### config.mk
export PLATFORM = sky130hd
export DESIGN_NAME = addsub_nibble_seq_flat
export DESIGN_NICKNAME = d
export VERILOG_FILES = /design/src/rtl/addsub_nibble_seq_if.sv /design/src/rtl/addsub_nibble_seq.sv /design/src/flat_wrapper.sv
export SDC_FILE = /design/constraint.sdc
export NUM_CORES = 1
export LEC_CHECK = 0
export CORE_AREA = 2 2 81 122
export DETAILED_ROUTE_END_ITERATION = 16
export DIE_AREA = 0 0 83 124
export SYNTH_ARGS = -nofsm -noshare
export SYNTH_HDL_FRONTEND = slang
export SYNTH_SLANG_ARGS = --single-unit
### constraint.sdc
create_clock -name clk -period 2.7 [get_ports clk]
set_input_delay 0.405 -clock clk [delete_from_list [all_inputs] [get_ports clk]]
set_output_delay 0.405 -clock clk [all_outputs]
set_load 0.02 [all_outputs]
### src/rtl/addsub_nibble_seq_if.sv
// Command/result bundle for the nibble-serial add/subtract sequencer.
// The master side is the requester and consumer. The slave side is the sequencer.
interface addsub_nibble_seq_if #(
  parameter int WIDTH = 16
);
  logic             cmd_valid;
  logic             cmd_ready;
  logic [WIDTH-1:0] a;
  logic [WIDTH-1:0] b;
  logic             mode;
  logic             res_valid;
  logic             res_ready;
  logic [WIDTH-1:0] sum;
  logic             carry;
  logic             overflow;
  logic             busy;

  modport master (
    output cmd_valid, a, b, mode, res_ready,
    input  cmd_ready, res_valid, sum, carry, overflow, busy
  );

  modport slave (
    input  cmd_valid, a, b, mode, res_ready,
    output cmd_ready, res_valid, sum, carry, overflow, busy
  );
endinterface

### src/rtl/addsub_nibble_seq.sv
// Adds or subtracts WIDTH-bit operands through one shared 4-bit stage, LSB nibble first.
//   state | meaning
//   IDLE  | cmd_ready high; accepts and captures the next command
//   RUN   | one nibble per clock through the shared stage
//   DONE  | res_valid high; result held until res_ready
module addsub_nibble_seq #(
  parameter int WIDTH = 16
) (
  input logic clk,
  input logic rst_n,
  addsub_nibble_seq_if.slave bus
);
  localparam int NIBS  = WIDTH / 4;
  localparam int CNT_W = (NIBS > 1) ? $clog2(NIBS) : 1;

  typedef enum logic [1:0] {IDLE, RUN, DONE} state_t;

  state_t             state_q, state_d;
  logic [CNT_W-1:0]   cnt_q;
  logic               cy_q;
  logic [WIDTH-1:0]   a_q, b_q;
  logic               mode_q;
  logic [WIDTH-1:0]   sum_q, sum_d;
  logic               carry_q, ovf_q;

  logic [3:0]         a_nib, b_raw, b_nib, s_nib;
  logic [4:0]         stage;
  logic               c_out, c_msb, last;

  always_comb begin
    a_nib = '0;
    b_raw = '0;
    for (int i = 0; i < NIBS; i++) begin
      if (cnt_q == CNT_W'(i)) begin
        a_nib = a_q[4*i +: 4];
        b_raw = b_q[4*i +: 4];
      end
    end
  end

  assign b_nib = b_raw ^ {4{mode_q}};
  assign stage = {1'b0, a_nib} + {1'b0, b_nib} + {4'b0, cy_q};
  assign s_nib = stage[3:0];
  assign c_out = stage[4];
  // Carry into the top bit of the nibble is recovered from its sum bit.
  assign c_msb = a_nib[3] ^ b_nib[3] ^ s_nib[3];
  assign last  = (cnt_q == CNT_W'(NIBS - 1));

  always_comb begin
    sum_d = sum_q;
    for (int i = 0; i < NIBS; i++) begin
      if (cnt_q == CNT_W'(i)) sum_d[4*i +: 4] = s_nib;
    end
  end

  always_ff @(posedge clk or negedge rst_n) begin
    if (!rst_n) state_q <= IDLE;
    else        state_q <= state_d;
  end

  always_comb begin
    state_d       = state_q;
    bus.cmd_ready = 1'b0;
    bus.res_valid = 1'b0;
    bus.busy      = 1'b0;
    case (state_q)
      IDLE: begin
        bus.cmd_ready = 1'b1;
        if (bus.cmd_valid) state_d = RUN;
      end
      RUN: begin
        bus.busy = 1'b1;
        if (last) state_d = DONE;
      end
      DONE: begin
        bus.busy      = 1'b1;
        bus.res_valid = 1'b1;
        if (bus.res_ready) state_d = IDLE;
      end
      default: state_d = IDLE;
    endcase
  end

  always_ff @(posedge clk or negedge rst_n) begin
    if (!rst_n) begin
      cnt_q   <= '0;
      cy_q    <= 1'b0;
      a_q     <= '0;
      b_q     <= '0;
      mode_q  <= 1'b0;
      sum_q   <= '0;
      carry_q <= 1'b0;
      ovf_q   <= 1'b0;
    end else begin
      case (state_q)
        IDLE: begin
          if (bus.cmd_valid) begin
            a_q    <= bus.a;
            b_q    <= bus.b;
            mode_q <= bus.mode;
            // A subtract is A + ~B + 1, so the +1 enters as the first carry-in.
            cy_q   <= bus.mode;
            cnt_q  <= '0;
          end
        end
        RUN: begin
          sum_q <= sum_d;
          cy_q  <= c_out;
          if (last) begin
            carry_q <= c_out;
            ovf_q   <= c_msb ^ c_out;
          end else begin
            cnt_q <= cnt_q + CNT_W'(1);
          end
        end
        default: ;
      endcase
    end
  end

  assign bus.sum      = sum_q;
  assign bus.carry    = carry_q;
  assign bus.overflow = ovf_q;
endmodule

### src/flat_wrapper.sv
// flat-port wrapper written by rule: the top's interface ports become plain ports
module addsub_nibble_seq_flat 
#(
  parameter int WIDTH = 16
)
  (clk, rst_n, bus_cmd_valid, bus_a, bus_b, bus_mode, bus_res_ready, bus_cmd_ready, bus_res_valid, bus_sum, bus_carry, bus_overflow, bus_busy);
  addsub_nibble_seq_if #(.WIDTH(WIDTH)) bus_i ();
  input logic clk;
  input logic rst_n;
  input wire logic [$bits(bus_i.cmd_valid)-1:0] bus_cmd_valid;
  input wire logic [$bits(bus_i.a)-1:0] bus_a;
  input wire logic [$bits(bus_i.b)-1:0] bus_b;
  input wire logic [$bits(bus_i.mode)-1:0] bus_mode;
  input wire logic [$bits(bus_i.res_ready)-1:0] bus_res_ready;
  output wire logic [$bits(bus_i.cmd_ready)-1:0] bus_cmd_ready;
  output wire logic [$bits(bus_i.res_valid)-1:0] bus_res_valid;
  output wire logic [$bits(bus_i.sum)-1:0] bus_sum;
  output wire logic [$bits(bus_i.carry)-1:0] bus_carry;
  output wire logic [$bits(bus_i.overflow)-1:0] bus_overflow;
  output wire logic [$bits(bus_i.busy)-1:0] bus_busy;
  assign bus_i.cmd_valid = bus_cmd_valid;
  assign bus_i.a = bus_a;
  assign bus_i.b = bus_b;
  assign bus_i.mode = bus_mode;
  assign bus_i.res_ready = bus_res_ready;
  assign bus_cmd_ready = bus_i.cmd_ready;
  assign bus_res_valid = bus_i.res_valid;
  assign bus_sum = bus_i.sum;
  assign bus_carry = bus_i.carry;
  assign bus_overflow = bus_i.overflow;
  assign bus_busy = bus_i.busy;
  addsub_nibble_seq #(.WIDTH(WIDTH)) u_core (.clk(clk), .rst_n(rst_n), .bus(bus_i));
endmodule
Word level (Yosys, flattened, before mapping). Index checks and enable logic that the tools add are counted.

Input bits: 37. ROM bits: 0. Bits in writable memories: 0. Memories kept: 0. Bits in registers: 56. Latch bits: 0.

Reduce and logical (&&, ||, !) cells: 12. Shifts and indexed selects: 0. Divide/modulo/power cells: 0. Magnitude comparators: 0. Multipliers: 0. Equality and inequality tests: 9. Mux-type cells: 20. Add/subtract/negate cells: 3. Bitwise gates (word level): 4.

Operators by type and width (number): 4-bit 2-to-1 mux (8); 2-bit AND reduction (6); 2-bit 2-to-1 mux (5); 2-bit == test (second input constant) (3); 2-bit inequality test (second input constant) (3); 2-bit case mux with 3 select lines (1); 3-bit AND reduction (2); 4-bit by 4-bit adder with 5-bit output (1); 5-bit by 1-bit adder with 5-bit output (1); 2-bit by 1-bit == test with 1-bit output (second input constant) (2); 2-bit zero test (2); 1-bit 2-to-1 mux (4); 2-bit case mux with 2 select lines (1); 4-bit bitwise XOR (1); 1-bit bitwise XOR (3); 2-bit by 1-bit adder with 2-bit output (second input constant) (1); 2-bit by 1-bit inequality test with 1-bit output (second input constant) (1); 1-bit case mux with 2 select lines (1); 2-bit nonzero test (1); 2-bit OR reduction (1).

Longest topological paths before layout. Gate-level depths: netlist of the first run.

Depth after elaboration: 10. Mapped depth: 14. Depth with buffers taken out: 13.

Worst setup path before layout of the first run. No wires, ideal clock.

Path kind: register -> register. Start: register u_core.cnt_q[0]. End: register u_core.ovf_q, in the netlist u_core.bus.overflow. Buffers on the path: 1. Required time: 2.567 ns. Stages on the path, launching flop included: 15. Arrival: 2.619 ns. Library setup time: 0.133 ns. Setup slack: -0.052 ns. Path through: dfrtp_1 > inv_1 > ha_1 > nor2b_4 > buf_6 > a221oi_1 > nor3_1 > a21oi_1 > fa_1 > inv_1 > fa_1 > a21o_1 > a21oi_1 > xor2_1 > o21ai_0.

Cells in the longest elaborated chain, start to end: 10. Elaborated cells on any way between the ends: 19. Classes of those cells: 2 x add/sub; 3 x eq/ne; 8 x mux; 4 x bitwise; 2 x reduce/logical.

Ends and longest elaborated chain: start, declared (RTL line addsub_nibble_seq.sv:19) `logic [CNT_W-1:0] cnt_q;`; start signal, assigned (RTL line addsub_nibble_seq.sv:113) `cnt_q <= cnt_q + CNT_W'(1);`; 2-bit zero test (RTL line addsub_nibble_seq.sv:34) `if (cnt_q == CNT_W'(i)) begin`; 4-bit 2-to-1 mux (4 in a row) (RTL line addsub_nibble_seq.sv:34); 4-bit bitwise XOR (RTL line addsub_nibble_seq.sv:41) `assign b_nib = b_raw ^ {4{mode_q}};`; 4-bit by 4-bit adder with 5-bit output (RTL line addsub_nibble_seq.sv:42) `assign stage = {1'b0, a_nib} + {1'b0, b_nib} + {4'b0, cy_q};`; 5-bit by 1-bit adder with 5-bit output (RTL line addsub_nibble_seq.sv:42); 1-bit bitwise XOR (RTL line addsub_nibble_seq.sv:46) `assign c_msb = a_nib[3] ^ b_nib[3] ^ s_nib[3];`; 1-bit bitwise XOR (RTL line addsub_nibble_seq.sv:111) `ovf_q <= c_msb ^ c_out;`; end signal, assigned (RTL line addsub_nibble_seq.sv:111); end, declared (RTL line addsub_nibble_seq.sv:24) `logic carry_q, ovf_q;`.

Several ways; a longest one is shown, not always the timed one. A chain may end at the register's enable or synchronous reset.

Final worst setup path of the first run.
Start: register u_core.cnt_q[1]. End: register u_core.sum_q[3], in the netlist u_core.bus.sum[3].

Cells in the longest elaborated chain, start to end: 8. Elaborated cells on any way between the ends: 16. Classes of those cells: 2 x add/sub; 3 x eq/ne; 8 x mux; 1 x bitwise; 2 x reduce/logical.

Ends and longest elaborated chain: 2-bit zero test (RTL line addsub_nibble_seq.sv:34, addsub_nibble_seq.sv:52); 4-bit 2-to-1 mux (4 in a row) (RTL line addsub_nibble_seq.sv:34); 4-bit bitwise XOR (RTL line addsub_nibble_seq.sv:41); 4-bit by 4-bit adder with 5-bit output (RTL line addsub_nibble_seq.sv:42); 5-bit by 1-bit adder with 5-bit output (RTL line addsub_nibble_seq.sv:42); end signal, assigned (RTL line addsub_nibble_seq.sv:107) `sum_q <= sum_d;`; end, declared (RTL line addsub_nibble_seq.sv:23) `logic [WIDTH-1:0] sum_q, sum_d;`.

Several ways; a longest one is shown, not always the timed one.

==> results of run 1 <==
## stage by stage
| stage | instance area (sq um) | instances |
|---|---|---|
| after floorplan | 2726 | 219 |
| after detailed placement | 3536 | 396 |
| after global routing | 3844 | 406 |
| final | 3844 | 406 |
| after CTS | 3742 | 405 |
| after global placement | 3536 | 396 |
## metal layers
metal	track usage, %	routed length, microns	vias to the layer above
met5	0	0	-
li1	-	-	910
met3	2.253	193	12
met1	13.75	2336	934
met2	22.53	3248	44
met4	6.250	180	0
## synthesized netlist by cell type
master | count | area share, %
o22ai_1 | 2 | 0.46
o32ai_1 | 1 | 0.32
xnor2_1 | 1 | 0.32
buf_6 | 3 | 1.2
buf_2 | 4 | 0.74
fa_1 | 2 | 1.5
nand2_1 | 23 | 3.2
a22oi_1 | 2 | 0.55
and2b_2 | 3 | 0.97
o31ai_2 | 3 | 1.4
clkbuf_8 | 1 | 0.51
xor2_1 | 6 | 1.9
a21oi_1 | 13 | 2.4
a221oi_2 | 3 | 1.7
ha_1 | 10 | 4.6
buf_4 | 1 | 0.28
nor2b_4 | 1 | 0.51
clkbuf_1 | 1 | 0.14
nor2_1 | 3 | 0.42
nor2b_1 | 6 | 1.4
nor3_1 | 2 | 0.37
inv_1 | 10 | 1.4
a221oi_1 | 4 | 1.3
nand3b_1 | 1 | 0.28
clkdlybuf4s25_2 | 1 | 0.37
mux2_2 | 41 | 17
dfrtp_1 | 56 | 52
o31ai_1 | 3 | 0.83
o21ai_0 | 11 | 2.0
a21o_1 | 1 | 0.28
## layout make-up
cell class                      count  area, sq um  area share [%]
Clock buffer                        5        125.1           3.255
Sequential cell                    56         1403           36.49
Clock inverter                      3        22.52          0.5859
Timing Repair Buffer               78        793.3           20.64
Tap cell                          112        140.1           3.646
Inverter                           10        37.54          0.9766
Multi-Input combinational cell    142         1323           34.41
## how the worst max path moves through the flow
stage | start | to | slack (ns) | cells past startpoint
floorplan | u_core.cnt_q[0]$_DFFE_PN0P_ | u_core.bus.overflow$_DFFE_PN0P_ | 0.02 | 14
finish | u_core.cnt_q[1]$_DFFE_PN0P_ | u_core.bus.sum[3]$_DFFE_PN0P_ | 0.003 | 12
CTS | u_core.cnt_q[0]$_DFFE_PN0P_ | u_core.bus.sum[3]$_DFFE_PN0P_ | -0.007 | 12
global placement | u_core.cnt_q[0]$_DFFE_PN0P_ | u_core.bus.overflow$_DFFE_PN0P_ | -0.03 | 13
global route | u_core.cnt_q[1]$_DFFE_PN0P_ | u_core.bus.sum[11]$_DFFE_PN0P_ | -0.11 | 12
detailed placement | u_core.cnt_q[0]$_DFFE_PN0P_ | u_core.bus.overflow$_DFFE_PN0P_ | -0.08 | 13
## state kept, by name (all words and copies together), names as in the netlist
register,flops
u_core.a_q,16
u_core.b_q,16
u_core.bus.carry,1
u_core.bus.overflow,1
u_core.bus.sum,16
u_core.cnt_q,2
u_core.cy_q,1
u_core.mode_q,1
u_core.state_q,2
## logic make-up after synthesis
family          share of synthesized area, %
simple gates                           7.104
buf+inv                                4.659
fa+ha+maj                              6.089
xor+xnor                               2.260
compound gates                         11.21
mux                                    17.02
flops                                  51.66
## where the power goes
part	internal [mW]	leakage, nW	switching (mW)	total, mW
clock	0.347	0.0742	0.300	0.648
combinational	1.79	0.880	1.64	3.43
sequential	1.27	0.672	0.296	1.56
## timing repair
action,CTS,global route
resized for setup,11,17
setup buffers,2,1
hold buffers,0,0
endpoints found under the setup margin,8,15
pin swaps,10,13
==> impl_metrics.tcl, run 1 <==
set metrics [dict create \
    outcome "completed" \
    fin_tns_setup_ns 0 \
    htree_levels 2 \
    io_pins 58 \
    rows 43 \
    drive_gt1_share_pct 34.35 \
    avgViaCountPerCell 4.680 \
    yosys_register_bits 56 \
    grtUsageTotal_pct 12.33 \
    fin_nets 342 \
    firstDrtPassIters 4 \
    grt_pass1_wl_microns 9963 \
    antenna_found_initial 0 \
    vias 1900 \
    skew_ns 0.007109 \
    num_antenna_cells 0 \
    post-route-drc-count 0 \
    gp_congestion 0.8429 \
    slew_violations 0 \
    clk_pin_slew_ns 0.07 \
    crit_fanout 5 \
    layout_common_cells "clkdlybuf4s50_1 (56), dfrtp_1 (55), mux2_2 (38), nand2_1 (23), buf_4 (14)" \
    powerDensity_nw_per_um2 1468 \
    cp-start-kind "flop" \
    syn_avg_cell_area_sq_um 12.39 \
    die_w_microns 83 \
    die_h_microns 124 \
    crit_required_ns 2.89 \
    p_leak_nw 1.626 \
    crit_type "reg2reg" \
    crit_buf_inv 3 \
    layout_setup_ws_ns 0.003122 \
    hold_path_class "in2async" \
    rsz0062_at_grt "yes" \
    yosysWarnings 0 \
    first_iter_violations 62 \
    syn2layout_area_growth_pct 41.70 \
    fin_crit_sh_pct 99.88 \
    cp_top_family "adder cells" \
    cts_made_buffers 5 \
    synthesis.nets 268 \
    crit_top_cell "buf_6" \
    slowest_stage "dfrtp_1" \
    r2r-end "u_core.bus.sum[3]$_DFFE_PN0P_" \
    worstMarginPinSlew_ns 0.7124 \
    initial_core_util_pct 29.48 \
    ant_nets 0 \
    relSlewSlack_pct 52.50 \
    clock_sinks 56 \
    num-fill-cells 849 \
    clk_path_buf_depth 2 \
    ff2ff_path_depth 12 \
    grt_max_degree 57 \
    period_needed_ns 2.697 \
    slowest_delay_ns 0.42 \
    dp_hpwl_microns 4701 \
    placement.io_buffers 57 \
    finish.utilization_pct 41.78 \
    cts-root-buf "clkbuf_16" \
    worst_ir_drop_vdd_uv 642.2 \
    setup_viol_count_final 0 \
    clk_latency_ns 0.30 \
    wl_microns 5959 \
    grt_pass1_vias 2039 \
    crit_path_cell_trace "inv_2 > ha_4 > buf_6 > buf_6 > a221oi_4 > o31ai_4 > xor2_1 > ha_1 > a21oi_1 > nand2_1 > xor2_2 > mux2_4" \
    hold_viol_final 0 \
    holdWs_ns 0.2238 \
    wl_per_cell_microns 14.68 \
    overflow 0 \
    maxCapViolCount 0 \
    core_area_sq_um 9200 \
    cp.arrival_ns 2.89 \
    rrSetupSlack_ns 0.003 \
    netlist_area_sq_um 2713 \
    finalPower_mw 5.643 \
    cts_tree "built" \
    syn-instance-count 219 \
    end_kind "flop" \
    final_common_cell "clkdlybuf4s50_1" \
    dieArea_sq_um 10290 \
    post-place-ws_ns -0.08344 \
    fmax_mhz 370.8 \
    synth.distinct_cells 30 \
    seq_area_frac_synth_pct 51.66 \
    r2r_start "u_core.cnt_q[1]$_DFFE_PN0P_" \
]
(Power assumes the default switching activity.)
==> run 2, diff against run 1 <==
Clock period 2.7 ns to 2.65 ns, I/O delays scaled along.
==> run 2 against run 1 <==
Against the previous run: the run now ends with negative setup slack left; clock skew down 0.0012 ns; worst setup slack worse by 0.057 ns; non-clock buffer count up 2; core utilization down 0.22 points; largest cell class unchanged; global-route usage down 0.14 points; critical endpoint is now u_core.bus.sum[7]$_DFFE_PN0P_; design area down 0.52%; routed wire length down 1.4%; clock-buffer cell count unchanged.
==> impl_metrics.tcl, run 2 (synthesis results as in run 1) <==
set metrics [dict create \
    crit_type "reg2reg" \
    final_common_cell "clkdlybuf4s50_1" \
    antenna_found_initial 0 \
    cp-start-kind "flop" \
    outcome "complete, but fails checks" \
    fin_area_sq_um 3824 \
    layout_setup_ws_ns -0.05417 \
    dr_wl_met3_microns 219 \
    skew_ns 0.005919 \
    grt_max_degree 35 \
    wl_met1_microns 2294 \
    drive_gt1_share_pct 35.14 \
    hold_viol_final 0 \
    crit_top_cell "buf_4" \
    avgViaCountPerCell 4.716 \
    wl_per_cell_microns 14.40 \
    fin_tns_setup_ns -0.2245 \
    post-route-drc-count 0 \
    cts_made_buffers 5 \
    io_pins 58 \
    crit_required_ns 2.83 \
    relSlewSlack_pct 71.42 \
    period_needed_ns 2.704 \
    htree_levels 2 \
    num_antenna_cells 0 \
    overflow 0 \
    end_kind "flop" \
    clk_path_buf_depth 2 \
    p_leak_nw 1.614 \
    setup_viol_count_final 5 \
    dp_cells 396 \
    rows 43 \
    die_w_microns 83 \
    first_iter_violations 99 \
    maxCapViolCount 0 \
    dp_hpwl_microns 4592 \
    slew_violations 0 \
    ff2ff_path_depth 12 \
    crit_path_cell_trace "inv_2 > ha_4 > buf_4 > buf_4 > a221oi_4 > o31ai_2 > xor2_1 > ha_1 > a21oi_2 > nand2_1 > xor2_2 > mux2_2" \
    hold_path_class "reg2reg" \
    place_area_sq_um 3505 \
    slowest_delay_ns 0.42 \
    grt_pass1_wl_microns 9894 \
    placement.io_buffers 57 \
    worstMarginPinSlew_ns 0.4287 \
    cp.arrival_ns 2.89 \
    violations "negative setup slack" \
    worst_ir_drop_vdd_uv 660.3 \
    cts-root-buf "clkbuf_16" \
    core_area_sq_um 9200 \
    clock_sinks 56 \
    crit_fanout 5 \
    clk_pin_slew_ns 0.07 \
    fmax_mhz 369.8 \
    fin_crit_sh_pct 102.0 \
    powerDensity_nw_per_um2 1540 \
    rsz0062_at_grt "yes" \
    gp_congestion 0.7845 \
    vias 1924 \
    ant_nets 0 \
    num-fill-cells 854 \
    clk_latency_ns 0.30 \
    wl_microns 5874 \
    die_h_microns 124 \
    finish.utilization_pct 41.56 \
    cts_tree "built" \
    min_path_cells 2 \
    firstDrtPassIters 4 \
    initial_core_util_pct 29.48 \
    dieArea_sq_um 10290 \
    dr_wl_met2_microns 3202 \
    finalPower_mw 5.889 \
    grtUsageTotal_pct 12.20 \
    grt_pass1_vias 2063 \
    fin_cells 408 \
    fin_nets 344 \
    layout_common_cells "clkdlybuf4s50_1 (56), dfrtp_1 (55), mux2_2 (41), nand2_1 (23), buf_4 (19)" \
    syn2layout_area_growth_pct 40.96 \
    top_layer_used "met4" \
    slowest_stage "dfrtp_1" \
]
## run 2: layout make-up
class	instances	area, sq um	area share, %
sequential	56	1403	36.68
tap	112	140.1	3.665
multi-input combinational	142	1324	34.62
clock inverter	3	22.52	0.5890
inverter	10	40.04	1.047
clock buffer	5	125.1	3.272
timing repair buffer	80	769.5	20.12
## run 2: final timing paths
| kind | startpoint | end | slack (ns) |
|---|---|---|---|
| min in group asynchronous | rst_n | u_core.b_q[0]$_DFFE_PN0P_ | 0.49 |
| worst max register to register | u_core.cnt_q[1]$_DFFE_PN0P_ | u_core.bus.sum[7]$_DFFE_PN0P_ | -0.05 |
| worst min register to register | u_core.bus.sum[4]$_DFFE_PN0P_ | u_core.bus.sum[4]$_DFFE_PN0P_ | 0.48 |
| worst min-delay path | u_core.bus.sum[4]$_DFFE_PN0P_ | u_core.bus.sum[4]$_DFFE_PN0P_ | 0.48 |
| max in group asynchronous | rst_n | u_core.bus.sum[13]$_DFFE_PN0P_ | 1.56 |
| worst max-delay path | u_core.cnt_q[1]$_DFFE_PN0P_ | u_core.bus.sum[7]$_DFFE_PN0P_ | -0.05 |
## run 2: stage by stage
stage / setup WS [ns] / hold slack (ns)
floorplan: 0.007097 / 0.1019
global route: -0.1403 / 0.5027
global placement: -0.1484 / 0.2717
CTS: -0.03862 / 0.4885
detailed placement: -0.1953 / 0.2799
finish: -0.05417 / 0.4798
## run 2: report_power, final
| group | leakage [nW] | switching [mW] | total, mW | internal, mW |
|---|---|---|---|---|
| combinational | 0.868 | 1.71 | 3.63 | 1.92 |
| clock | 0.0742 | 0.312 | 0.667 | 0.354 |
| sequential | 0.672 | 0.297 | 1.59 | 1.29 |
## run 2: what timing repair did
| item | CTS | global route |
|---|---|---|
| hold buffers | 1 | 0 |
| pin swaps | 12 | 14 |
| resized for setup | 14 | 12 |
| buffers inserted | 3 | 0 |
| setup endpoints to repair | 15 | 15 |
| hold endpoints to repair | 9 | 0 |
## run 2: per-layer routing
metal,GRT usage (%),vias to the layer above
met5,0,-
met4,6.045,0
met3,2.319,11
met2,23.39,46
met1,12.67,949
li1,-,918
## run 2: worst max-delay path, delay by kind of cell, from the launching register on
family,cells,cell delay (ns)
XOR/XNOR,2,0.33
flip-flops,1,0.42
buffers and inverters,3,0.38
AND/OR/NAND/NOR,1,0.12
AO/OA/AOI/OAI,3,0.51
multiplexers,1,0.27
adder cells (fa/ha/maj),2,0.56
